==> src/rtl/mdio_master_pkg.sv <==
// Shared MDIO framing constants, FSM state type and read-opcode decode.
package mdio_master_pkg;
  localparam int MDIO_PRE_BITS   = 32;
  localparam int MDIO_FRAME_BITS = 32;
  localparam int RD_TA_BIT       = 17;  // first bit released on a read (TA[1])
  localparam int RD_DATA_MSB     = 15;

  localparam logic [1:0] MDIO_ST_C22 = 2'b01;
  localparam logic [1:0] MDIO_ST_C45 = 2'b00;
  localparam logic [1:0] C45_ADDR    = 2'b00;
  localparam logic [1:0] C45_WR      = 2'b01;
  localparam logic [1:0] C45_RDINC   = 2'b10;
  localparam logic [1:0] C45_RD      = 2'b11;
  localparam logic [1:0] C22_WR      = 2'b01;
  localparam logic [1:0] C22_RD      = 2'b10;

  typedef enum logic [1:0] {S_IDLE, S_PRE, S_FRAME, S_TAIL} state_e;

  function automatic logic frame_is_rd(input logic [31:0] w);
    return (w[31:30] == MDIO_ST_C45 && w[29]) ||
           (w[31:30] == MDIO_ST_C22 && w[29:28] == C22_RD);
  endfunction
endpackage

==> src/rtl/mdio_master_mdc_gen.sv <==
// MDC divider: MDC_DIV clk per half-period, strobes on the cycle before each mdc edge.
module mdio_master_mdc_gen #(
  parameter int MDC_DIV = 10
) (
  input  logic clk,
  input  logic rst,
  input  logic en_i,
  output logic mdc_o,
  output logic rise_stb_o,
  output logic fall_stb_o
);
  localparam int CW = (MDC_DIV > 2) ? $clog2(MDC_DIV) : 1;

  logic [CW-1:0] div_q, div_d;
  logic          mdc_q, mdc_d;
  logic          tc;

  assign tc = (div_q == CW'(MDC_DIV - 1));

  always_comb begin
    div_d = div_q + CW'(1);
    mdc_d = mdc_q;
    if (tc) begin
      div_d = '0;
      mdc_d = ~mdc_q;
    end
    if (!en_i) begin
      div_d = '0;
      mdc_d = 1'b0;
    end
  end

  always_ff @(posedge clk) begin
    if (rst) begin
      div_q <= '0;
      mdc_q <= 1'b0;
    end else begin
      div_q <= div_d;
      mdc_q <= mdc_d;
    end
  end

  assign mdc_o      = mdc_q;
  assign rise_stb_o = en_i && tc && !mdc_q;
  assign fall_stb_o = en_i && tc &&  mdc_q;
endmodule

==> src/rtl/mdio_master.sv <==
// MDIO master: serialises preamble + 32-bit access word, releases the bus and captures data on reads.
module mdio_master
  import mdio_master_pkg::*;
#(
  parameter int MDC_DIV = 10
) (
  input  logic        clk,
  input  logic        rst,
  input  logic [31:0] acc_data,
  input  logic        acc_en,
  output logic        mdc,
  output logic        mdio_o,
  output logic        mdio_t,
  input  logic        mdio_i,
  output logic        busy,
  output logic [15:0] rd_data,
  output logic        rd_valid,
  output logic        acc_drop
);
  state_e      state_q, state_d;
  logic [5:0]  cnt_q, cnt_d, cnt_nxt;
  logic [31:0] sh_q, sh_d;
  logic [15:0] rdsh_q, rdsh_d, rd_data_q, rd_data_d;
  logic        is_rd_q, is_rd_d;
  logic        mdio_o_q, mdio_o_d, mdio_t_q, mdio_t_d;
  logic        busy_q, busy_d, rd_valid_d, rd_valid_q, acc_drop_d, acc_drop_q;
  logic        rise_stb, fall_stb;

  mdio_master_mdc_gen #(.MDC_DIV(MDC_DIV)) u_mdc (
    .clk       (clk),
    .rst       (rst),
    .en_i      (state_q != S_IDLE),
    .mdc_o     (mdc),
    .rise_stb_o(rise_stb),
    .fall_stb_o(fall_stb)
  );

  assign cnt_nxt = cnt_q - 6'd1;

  always_comb begin
    state_d    = state_q;
    cnt_d      = cnt_q;
    sh_d       = sh_q;
    rdsh_d     = rdsh_q;
    rd_data_d  = rd_data_q;
    is_rd_d    = is_rd_q;
    mdio_o_d   = mdio_o_q;
    mdio_t_d   = mdio_t_q;
    busy_d     = busy_q;
    rd_valid_d = 1'b0;
    acc_drop_d = acc_en && (state_q != S_IDLE);
    case (state_q)
      S_IDLE: begin
        mdio_o_d = 1'b1;
        mdio_t_d = 1'b1;
        busy_d   = 1'b0;
        if (acc_en) begin
          state_d  = S_PRE;
          sh_d     = acc_data;
          is_rd_d  = frame_is_rd(acc_data);
          cnt_d    = 6'(MDIO_PRE_BITS - 1);
          busy_d   = 1'b1;
          mdio_t_d = 1'b0;
        end
      end
      S_PRE: begin
        if (fall_stb) begin
          if (cnt_q == '0) begin
            state_d  = S_FRAME;
            cnt_d    = 6'(MDIO_FRAME_BITS - 1);
            mdio_o_d = sh_q[31];
          end else begin
            cnt_d = cnt_nxt;
          end
        end
      end
      S_FRAME: begin
        // cnt_q is the acc_data bit index currently on the wire
        if (rise_stb && is_rd_q && cnt_q <= 6'(RD_DATA_MSB))
          rdsh_d = {rdsh_q[14:0], mdio_i};
        if (fall_stb) begin
          if (cnt_q == '0) begin
            state_d  = S_TAIL;
            mdio_o_d = 1'b1;
            mdio_t_d = 1'b1;
          end else begin
            cnt_d    = cnt_nxt;
            sh_d     = {sh_q[30:0], 1'b0};
            mdio_o_d = sh_q[30];
            mdio_t_d = is_rd_q && (cnt_nxt <= 6'(RD_TA_BIT));
          end
        end
      end
      S_TAIL: begin
        if (fall_stb) begin
          state_d = S_IDLE;
          busy_d  = 1'b0;
          if (is_rd_q) begin
            rd_valid_d = 1'b1;
            rd_data_d  = rdsh_q;
          end
        end
      end
      default: state_d = S_IDLE;
    endcase
  end

  always_ff @(posedge clk) begin
    if (rst) begin
      state_q    <= S_IDLE;
      cnt_q      <= '0;
      sh_q       <= '0;
      rdsh_q     <= '0;
      rd_data_q  <= '0;
      is_rd_q    <= 1'b0;
      mdio_o_q   <= 1'b1;
      mdio_t_q   <= 1'b1;
      busy_q     <= 1'b0;
      rd_valid_q <= 1'b0;
      acc_drop_q <= 1'b0;
    end else begin
      state_q    <= state_d;
      cnt_q      <= cnt_d;
      sh_q       <= sh_d;
      rdsh_q     <= rdsh_d;
      rd_data_q  <= rd_data_d;
      is_rd_q    <= is_rd_d;
      mdio_o_q   <= mdio_o_d;
      mdio_t_q   <= mdio_t_d;
      busy_q     <= busy_d;
      rd_valid_q <= rd_valid_d;
      acc_drop_q <= acc_drop_d;
    end
  end

  assign mdio_o   = mdio_o_q;
  assign mdio_t   = mdio_t_q;
  assign busy     = busy_q;
  assign rd_data  = rd_data_q;
  assign rd_valid = rd_valid_q;
  assign acc_drop = acc_drop_q;
endmodule

==> config.mk <==
export PLATFORM = sky130hd
export DESIGN_NAME = mdio_master
export DESIGN_NICKNAME = d
export VERILOG_FILES = /design/src/rtl/mdio_master_pkg.sv /design/src/rtl/mdio_master_mdc_gen.sv /design/src/rtl/mdio_master.sv
export SDC_FILE = /design/constraint.sdc
export NUM_CORES = 1
export LEC_CHECK = 0
export BUFFER_PORTS_ARGS = -buffer_cell sky130_fd_sc_hd__buf_2
export CORE_MARGIN = 3
export CORE_UTILIZATION = 51
export CTS_CLUSTER_SIZE = 10
export DETAILED_ROUTE_END_ITERATION = 10
export GPL_TIMING_DRIVEN = 0
export PLACE_DENSITY = 0.8
export SLEW_MARGIN = 0
export SYNTH_ARGS = -nofsm -noshare
export SYNTH_HDL_FRONTEND = slang
export SYNTH_SLANG_ARGS = --single-unit
==> constraint.sdc <==
create_clock -name clk -period 1.91 [get_ports clk]
set_input_delay 0.2865 -clock clk [delete_from_list [all_inputs] [get_ports clk]]
set_output_delay 0.2865 -clock clk [all_outputs]
set_load 0.1 [all_outputs]
==> results of run 1 <==
## timing repair
item / in CTS / in global routing
gates cloned: 1 / 1
setup buffers: 6 / 8
setup endpoints to repair: 69 / 58
pin swaps: 3 / 4
gates resized for setup: 21 / 31
## flip-flops by register name, summed over array words and instances, names as in the netlist, 2 cells and up
| register | cells |
|---|---|
| cnt_q | 6 |
| sh_q | 32 |
| rdsh_q | 16 |
| rd_data | 16 |
| u_mdc.div_q | 4 |
| state_q | 2 |
## cells by family after synthesis
kind of cell / Yosys count / synth area share
xor+xnor: 3 / 0.006547
mux: 97 / 0.2516
buf+inv: 38 / 0.04333
fa+ha+maj: 9 / 0.02806
simple gates: 154 / 0.1718
compound gates: 48 / 0.08479
flops: 83 / 0.4140
## worst max-delay path by stage
stage,startpoint,end,slack (ns)
6_report,cnt_q[0],cnt_q[1],0.03
5_1_grt,cnt_q[1],sh_q[19],-0.03
4_1_cts,state_q[0],sh_q[28],-0.04
3_5_place_dp,cnt_q[0],cnt_q[1],-0.47
3_3_place_gp,cnt_q[0],cnt_q[1],-0.40
2_1_floorplan,cnt_q[0],cnt_q[1],-0.03
## through the flow
stage	setup slack [ns]	cells	total power [W]
2_1_floorplan	-0.02970	432	0.004118
3_3_place_gp	-0.3999	588	0.004520
3_5_place_dp	-0.4695	588	0.004596
4_1_cts	-0.04226	609	0.006020
5_1_grt	-0.03272	617	0.006707
6_report	0.02624	617	0.006344
## metal layers
metal  vias to the layer above  track usage  part of all wire
li1                       1660            -                 -
met1                      1605       0.2624              0.42
met2                       124       0.3582              0.49
met3                        17      0.05578             0.071
met4                         0      0.08413             0.019
met5                         -            0                 0
## area by class of cell
cell class,count,area (um2),area share
clock inverters,7,71.32,0.01454
well taps,99,123.9,0.02526
flip-flops and latches,83,1677,0.3418
plain buffers,24,148.9,0.03036
inverters,11,43.79,0.008929
multi-input cells,311,2286,0.4661
repair buffers,73,430.4,0.08776
clock buffers,9,123.9,0.02526
## placed cells by master (no fill, tap or decap), types with 4 or more instances in the layout
| cell type | count |
|---|---|
| dfxtp_1 | 75 |
| nand2_1 | 71 |
| mux2i_1 | 65 |
| buf_2 | 59 |
| nor2_1 | 53 |
| mux2_2 | 30 |
| buf_4 | 17 |
| clkbuf_1 | 12 |
| o21ai_0 | 9 |
| clkbuf_8 | 9 |
| inv_1 | 8 |
| a21oi_1 | 8 |
| dfxtp_2 | 6 |
| ha_1 | 5 |
| nor2b_1 | 4 |
## report_power, final
group          switching [W]  internal, W  leakage (nW)
Clock               0.000737     0.000508        0.0926
Combinational        0.00151      0.00133          1.44
Sequential          0.000226      0.00204         0.680
Total                0.00247      0.00387          2.21
## worst register-to-register path: stages, from the launching register on
cell and delay (ns):
dfxtp_4 0.38, inv_2 0.08, ha_4 0.16, nor4b_4 0.28, a211oi_4 0.14, buf_4 0.17
o21ai_4 0.25, mux2_4 0.33
==> flow_summary.ini, run 1 <==
[timing]
fmax_mhz = 530.9
rsz0062_at_grt = yes
report.final.hold_viol_count = 0
finalMaxSlewViolations = 0
relSlewSlack = 0.6738
worst_slew_pin_slew_ns = 0.4893
finClkSkew_ns = 0.008120
layout_min_cycle_time_ns = 1.884
setup_viol = 0
finalCritPeriodShare = 0.9863
final.hold.worst_slack_ns = 0.1719
setup-tns-final_ns = 0

[critical_path]
ff2ff_path_depth = 7
crit_fanout = 6
cpMaxStageDelayCell = dfxtp_4
cp.arrival_ns = 2.14
path_cells = inv_2, ha_4, nor4b_4, a211oi_4, buf_4, o21ai_4, mux2_4
criticalPathCategory = register to register
path_depth = 7
crit_required_ns = 2.16
crit_path_max_incr_delay_ns = 0.38
path_buf_inv = 2
r2r_end = cnt_q[1]
rrSetupSlack_ns = 0.03
reg2reg_from = cnt_q[0]
critical_path.startpoint_type = register
cp_top_family = compound AO/OA/AOI/OAI gates
endpoint_kind = register

[floorplanning]
fp.coreArea_um2 = 7447
io_pins = 58
rows = 31
initial_core_util = 0.5390
die-area_um2 = 8971
die_height_um = 94.72
die_x_um = 94.72

[clocking]
path_clk_slew_ns = 0.09
clkSinkCount = 83
cts_max_level = 3
cts_buffer_depth = 2
cts-root-buf = clkbuf_8
clk-insertion-delay-late_ns = 0.36
cts_buffers = 9
cts_tree = built
ctsHoldBuffers = 0

[global_route]
grt_use_total = 0.2141
gr-total-overflow = 0
grt_max_degree = 18
grt_pass1_vias = 3354
antenna_found_initial = 0
grt_pass1_wl_um = 15280

[detailed_routing]
via_count = 3406
drt-pass1-iter-count = 8
ant_nets = 0
drtIter0Drc = 166
routed_wl_um = 9259
wl_per_cell_um = 15.01
via_per_inst = 5.520
drc_errors = 0

[power]
power_leakage_nw = 2.209
peakVddDrop_mv = 0.7110
cellPowerDensity_nw_per_um2 = 1294

[synthesis]
synthTopCellsByCount = dfxtp_1, nand2_1, mux2i_1
yosysWarnings = 0
synth.distinct_cells = 54
ys_async_sr_fraction = 0
yosysTopAreaCell = dfxtp_1
yosysSeqAreaShare = 0.4140
synth_area_leaders = dfxtp_1, mux2i_1, mux2_2, nand2_1, nor2_1
synth-edff-count = 0
synth-seq-cells = 83
synth_top_area_frac = 0.4140
ys.flop_type = dfxtp_1
yosysMostFrequentCell = dfxtp_1
syn_area_per_cell_um2 = 9.291
synthesis.nets = 477
syn_area_um2 = 4014
syn_inst = 432

[placement]
dp_hpwl_um = 6338
globalplace.congestion = 0.9632
postPlaceCellArea_um2 = 4427
portBuffers = 57

[min_path]
hp-start = mdio_i
holdPathEnd = rdsh_q[0]
min_path_cells = 3
hold_path.class = input port to register

[final_layout]
final_area_um2 = 4905
drive_above_1_share = 0.3127
diodes = 0
num-fill-cells = 632
syn_to_final_growth_pct = 22.19
final_util = 0.6586
nets = 558

[run_status]
outcome = complete, no violations

[flow_run]
cap_violations = 0
Power figures use the tool's default switching activity.
==> inputs of run 2 (changes only) <==
--- a/config.mk
+++ b/config.mk
@@ -11,8 +11,9 @@
 export CTS_CLUSTER_SIZE = 10
 export DETAILED_ROUTE_END_ITERATION = 10
 export GPL_TIMING_DRIVEN = 0
-export PLACE_DENSITY = 0.8
+export PLACE_DENSITY = 0.81
 export SLEW_MARGIN = 0
 export SYNTH_ARGS = -nofsm -noshare
 export SYNTH_HDL_FRONTEND = slang
+export SYNTH_HIERARCHICAL = 1
 export SYNTH_SLANG_ARGS = --single-unit
==> flow_summary.ini, run 2 <==
[global_route]
antenna_found_initial = 0
gr-total-overflow = 0
grt_max_degree = 15
grt_use_total = 0.2215
grt_pass1_wl_um = 15540
grt_pass1_vias = 3296

[power]
power_leakage_nw = 1.953
peakVddDrop_mv = 0.8444
switching_share = 0.4105
seqPwrFrac = 0.263
switchingPower_w = 0.003775
fin_total_pwr_w = 0.009196
p_int_w = 0.005422
p_clk_frac = 0.149
comb_power_share = 0.588
cellPowerDensity_nw_per_um2 = 1793

[final_layout]
layout_common_cells = dfxtp_1, nand2_1, buf_2, a21oi_1, nor2_1
drive_above_1_share = 0.3954
final_common_cell = dfxtp_1
largest-register = sh_q
final_area_um2 = 5129
syn_to_final_growth_pct = 33.34
num-fill-cells = 541
nets = 566
largest_reg_flops = 32
diodes = 0

[flow_run]
cap_violations = 0

[synthesis]
yosysTopAreaCell = dfxtp_1
ys.flop_type = dfxtp_1
synthTopCellsByCount = dfxtp_1, nand2_1, nor2_1
ys_async_sr_fraction = 0
yosysMostFrequentCell = dfxtp_1
synth.distinct_cells = 48
synthesis.nets = 469
syn_inst = 424
synth_top_area_frac = 0.4320
syn_area_per_cell_um2 = 9.071
synth-seq-cells = 83
synth_area_leaders = dfxtp_1, a211oi_2, mux2i_1, nand2_1, a21oi_1
synth-edff-count = 0
syn_area_um2 = 3846
yosysSeqAreaShare = 0.4320
yosysWarnings = 6

[critical_path]
crit_required_ns = 2.18
crit_fanout = 9
criticalPathCategory = register to register
endpoint_kind = register
critical_path.startpoint_type = register
cp.arrival_ns = 2.32

[detailed_routing]
via_count = 3489
ant_nets = 0
drtIter0Drc = 270
drc_errors = 0
wl_per_cell_um = 16.18
via_per_inst = 5.582
drt-pass1-iter-count = 4
routed_wl_um = 10110

[floorplanning]
die_x_um = 92.84
die_height_um = 92.84
fp.coreArea_um2 = 7292
die-area_um2 = 8619
io_pins = 58
initial_core_util = 0.5275
rows = 31

[clocking]
path_clk_slew_ns = 0.08
clkSinkCount = 83
cts-root-buf = clkbuf_8
cts_max_level = 3
clk-insertion-delay-late_ns = 0.35
cts_tree = built
ctsHoldBuffers = 0
cts_buffer_depth = 2
cts_buffers = 9

[timing]
finClkSkew_ns = 0.007105
setup_viol = 36
rsz0062_at_grt = yes
worst_slack_ns = -0.1353
worst_slew_pin_slew_ns = 0.7258
finalCritPeriodShare = 1.071
fmax_mhz = 488.9
layout_min_cycle_time_ns = 2.045
finalMaxSlewViolations = 0
report.final.hold_viol_count = 0
relSlewSlack = 0.5162

[run_status]
violations = negative setup slack
outcome = finished with violations

[placement]
dpl_worst_slack_ns = -0.3502
dp_hpwl_um = 5941
portBuffers = 57
globalplace.congestion = 0.8351
postPlaceCellArea_um2 = 4385

[min_path]
hold_path.class = input port to register
-- run 2: cell count changes after synthesis, sizes merged, moves of 4 or more --
cell and delta:
mux2 -31, a21oi +37, a211oi +30, mux2i -32, o21ai -8, nor2 +4
-- run 2: per-layer routing --
| layer | GRT usage | up-vias | share of wire |
|---|---|---|---|
| li1 | - | 1662 | - |
| met2 | 0.3713 | 110 | 0.50 |
| met1 | 0.2825 | 1688 | 0.42 |
| met3 | 0.05118 | 29 | 0.053 |
| met4 | 0.06716 | 0 | 0.023 |
| met5 | 0 | - | 0 |
-- run 2: cells by family (layout without fill, tap and decap cells) --
group	Yosys count	count (layout)	share of synthesized area
simple gates	157	158	0.1845
mux	34	34	0.08848
buf+inv	39	140	0.04912
xor+xnor	5	5	0.01139
fa+ha+maj	9	9	0.02928
flops	83	83	0.4320
compound gates	97	97	0.2053
-- run 2: cell type report --
type                    count  area [um2]  area share
flip-flops and latches     83        1675      0.3267
inverters                  11       46.29    0.009027
multi-input cells         303        2240      0.4367
clock buffers              11       162.7     0.03172
repair buffers             90       646.9      0.1261
plain buffers              23       175.2     0.03415
clock inverters             5       58.81     0.01147
well taps                  99       123.9     0.02415
-- run 2: per-stage QoR --
step | instances | TNS, ns | hold slack (ns) | utilization
final | 625 | -2.408 | 0.1266 | 0.7033
after CTS | 617 | -1.296 | 0.1184 | 0.6766
after detailed placement | 580 | -15.13 | 0.4349 | 0.6014
after global placement | 580 | -12.76 | 0.4180 | 0.6014
after floorplan | 424 | -5.361 | 0.3466 | -
after global routing | 625 | -5.602 | 0.1231 | 0.7033
-- run 2: worst paths after layout --
check | from | endpoint | slack, ns | depth (start not counted)
worst max-delay path | state_q[0] | cnt_q[3] | -0.14 | 12
worst min register to register | rd_data[11] | rd_data[11] | 0.45 | 2
worst min-delay path | rst | u_mdc/mdc_o | 0.13 | 2
worst max register to register | state_q[0] | cnt_q[3] | -0.14 | 12
-- run 2: power by group through the flow --
stage / logic, W / registers [W] / clock network (W)
floorplan: 0.00301 / 0.00257 / 0
global placement: 0.00369 / 0.00240 / 0
detailed placement: 0.00379 / 0.00243 / 0
CTS: 0.00472 / 0.00239 / 0.00139
global route: 0.00576 / 0.00245 / 0.00147
finish: 0.00541 / 0.00242 / 0.00137
-- run 2: worst max-delay path: stages (launching register included) --
cell	delay, ns
dfxtp_2	0.35
inv_2	0.05
ha_4	0.20
inv_6	0.07
and3_4	0.20
buf_4	0.13
buf_12	0.10
buf_6	0.11
inv_2	0.05
a221oi_4	0.35
buf_6	0.15
nor2_1	0.03
nor3_1	0.16
-- run 2: repair_timing --
action                                  CTS  global route
endpoints found under the setup margin   62            60
pin swaps                                36            20
buffers inserted                         21             8
gates cloned                              4             2
gates resized for setup                  45            31
==> inputs of run 3 (changes only) <==
--- a/config.mk
+++ b/config.mk
@@ -7,11 +7,11 @@
 export LEC_CHECK = 0
 export BUFFER_PORTS_ARGS = -buffer_cell sky130_fd_sc_hd__buf_2
 export CORE_MARGIN = 3
-export CORE_UTILIZATION = 51
+export CORE_UTILIZATION = 55
 export CTS_CLUSTER_SIZE = 10
 export DETAILED_ROUTE_END_ITERATION = 10
 export GPL_TIMING_DRIVEN = 0
-export PLACE_DENSITY = 0.81
+export PLACE_DENSITY = 0.82
 export SLEW_MARGIN = 0
 export SYNTH_ARGS = -nofsm -noshare
 export SYNTH_HDL_FRONTEND = slang
==> constraint.sdc (replaced) <==
create_clock -name clk -period 1.9 [get_ports clk]
set_input_delay 0.285 -clock clk [delete_from_list [all_inputs] [get_ports clk]]
set_output_delay 0.285 -clock clk [all_outputs]
set_load 0.1 [all_outputs]
==> flow_summary.ini, run 3 (synthesis results as in run 2) <==
[final_layout]
final_util = 0.7472
largest-register = sh_q
drive_above_1_share = 0.3895
final_cells = 609
syn_to_final_growth_pct = 27.59
diodes = 0
layout_common_cells = dfxtp_1, nand2_1, buf_2, a21oi_1, mux2i_1
final_common_cell = dfxtp_1
largest_reg_flops = 32
num-fill-cells = 454
nets = 556

[critical_path]
cp_top_family = compound AO/OA/AOI/OAI gates
cp.arrival_ns = 2.32
crit_required_ns = 2.16
cpMaxStageDelayCell = a311o_4
path_buf_inv = 1
crit_path_max_incr_delay_ns = 0.38
crit_fanout = 4
criticalPathCategory = register to register
endpoint_kind = register
path_cells = inv_2, ha_4, and3b_2, and3_4, nor2b_4, a311o_4, a221oi_4, a21oi_1, nor3_1
critical_path.startpoint_type = register

[clocking]
clk-insertion-delay-late_ns = 0.37
cts_buffer_depth = 2
cts_buffers = 9
cts_tree = built
clkSinkCount = 83
cts-root-buf = clkbuf_8
cts_max_level = 3
path_clk_slew_ns = 0.08

[power]
cellPowerDensity_nw_per_um2 = 1724
p_int_w = 0.004790
switchingPower_w = 0.003672
switching_share = 0.4339
power_leakage_nw = 1.851
peakVddDrop_mv = 1.227
seqPwrFrac = 0.286
p_clk_frac = 0.141
comb_power_share = 0.573

[floorplanning]
die_height_um = 89.63
die-area_um2 = 8033
die_x_um = 89.63
io_pins = 58
fp.coreArea_um2 = 6568
initial_core_util = 0.5856
rows = 29

[timing]
rsz0062_at_grt = yes
finalMaxSlewViolations = 0
setup_viol = 37
report.final.hold_viol_count = 0
worst_slew_pin_slew_ns = 0.7363
relSlewSlack = 0.5091
finClkSkew_ns = 0.01041
fmax_mhz = 485.5
setup-tns-final_ns = -2.491
worst_slack_ns = -0.1599
layout_min_cycle_time_ns = 2.060
finalCritPeriodShare = 1.084

[placement]
globalplace.congestion = 0.8753
dp_hpwl_um = 5897
portBuffers = 57
placed_cells = 574

[min_path]
hold_path.class = input port to register

[global_route]
grt_max_degree = 18
grt_pass1_wl_um = 15000
gr-total-overflow = 0
antenna_found_initial = 0
grt_pass1_vias = 3223
grt_use_total = 0.2400

[detailed_routing]
via_per_inst = 5.598
ant_nets = 0
wl_per_cell_um = 15.63
via_count = 3409
routed_wl_um = 9518
drtIter0Drc = 202
drc_errors = 0
drt-pass1-iter-count = 5

[run_status]
outcome = finished with violations
violations = negative setup slack

[flow_run]
cap_violations = 0
## run 3: changes by cell type in the layout (fill, tap and decap cells not counted), sizes merged
| cell | change |
|---|---|
| buf | -9 |
| clkinv | -1 |
| inv | +1 |
| clkbuf | -1 |
| bufinv | -1 |
| clkinvlp | +1 |
## run 3: path summary, 6_finish.rpt
path	startpoint	end	slack [ns]	cells after the start
max	u_mdc/div_q[1]	cnt_q[4]	-0.16	9
min	rst	u_mdc/mdc_o	0.11	2
max reg2reg	u_mdc/div_q[1]	cnt_q[4]	-0.16	9
min reg2reg	rdsh_q[15]	rd_data[15]	0.44	2
## run 3: power groups by stage
stage          Clock, W  Sequential (W)  Combinational (W)
2_1_floorplan         0         0.00259            0.00303
3_3_place_gp          0         0.00241            0.00371
3_5_place_dp          0         0.00243            0.00384
4_1_cts         0.00121         0.00239            0.00448
5_1_grt         0.00128         0.00246            0.00519
6_report        0.00120         0.00242            0.00485
## run 3: stage by stage
stage                     instance area, um2  setup slack, ns  total power (W)  hold slack, ns
after floorplan                         3976          -0.1764         0.005614          0.3451
after global placement                  4378          -0.2996         0.006112          0.4174
after detailed placement                4378          -0.3552         0.006261          0.4289
after CTS                               4790          -0.1011         0.008082          0.1020
after global routing                    4907          -0.2706         0.008927          0.1145
final                                   4907          -0.1599         0.008461          0.1096
## run 3: per-layer routing
metal / global-route usage / vias up / share of wire
li1: - / 1640 / -
met1: 0.3013 / 1629 / 0.43
met2: 0.4063 / 108 / 0.50
met3: 0.04288 / 32 / 0.042
met4: 0.09878 / 0 / 0.026
met5: 0 / - / 0
## run 3: cell type report
type                    count  area (um2)  share of cell area
clock buffers              11       151.4             0.03085
multi-input cells         303        2241              0.4567
clock inverters             5       36.28            0.007394
plain buffers              23       168.9             0.03442
flip-flops and latches     83        1678              0.3419
well taps                  93       116.4             0.02371
inverters                  11       46.29            0.009434
repair buffers             80       469.2             0.09561
## run 3: repair_timing
action	CTS	global route
endpoints found under the setup margin	63	59
hold buffers	0	0
resized for setup	43	15
setup buffers	14	7
pin swaps	27	10
gates cloned	3	0
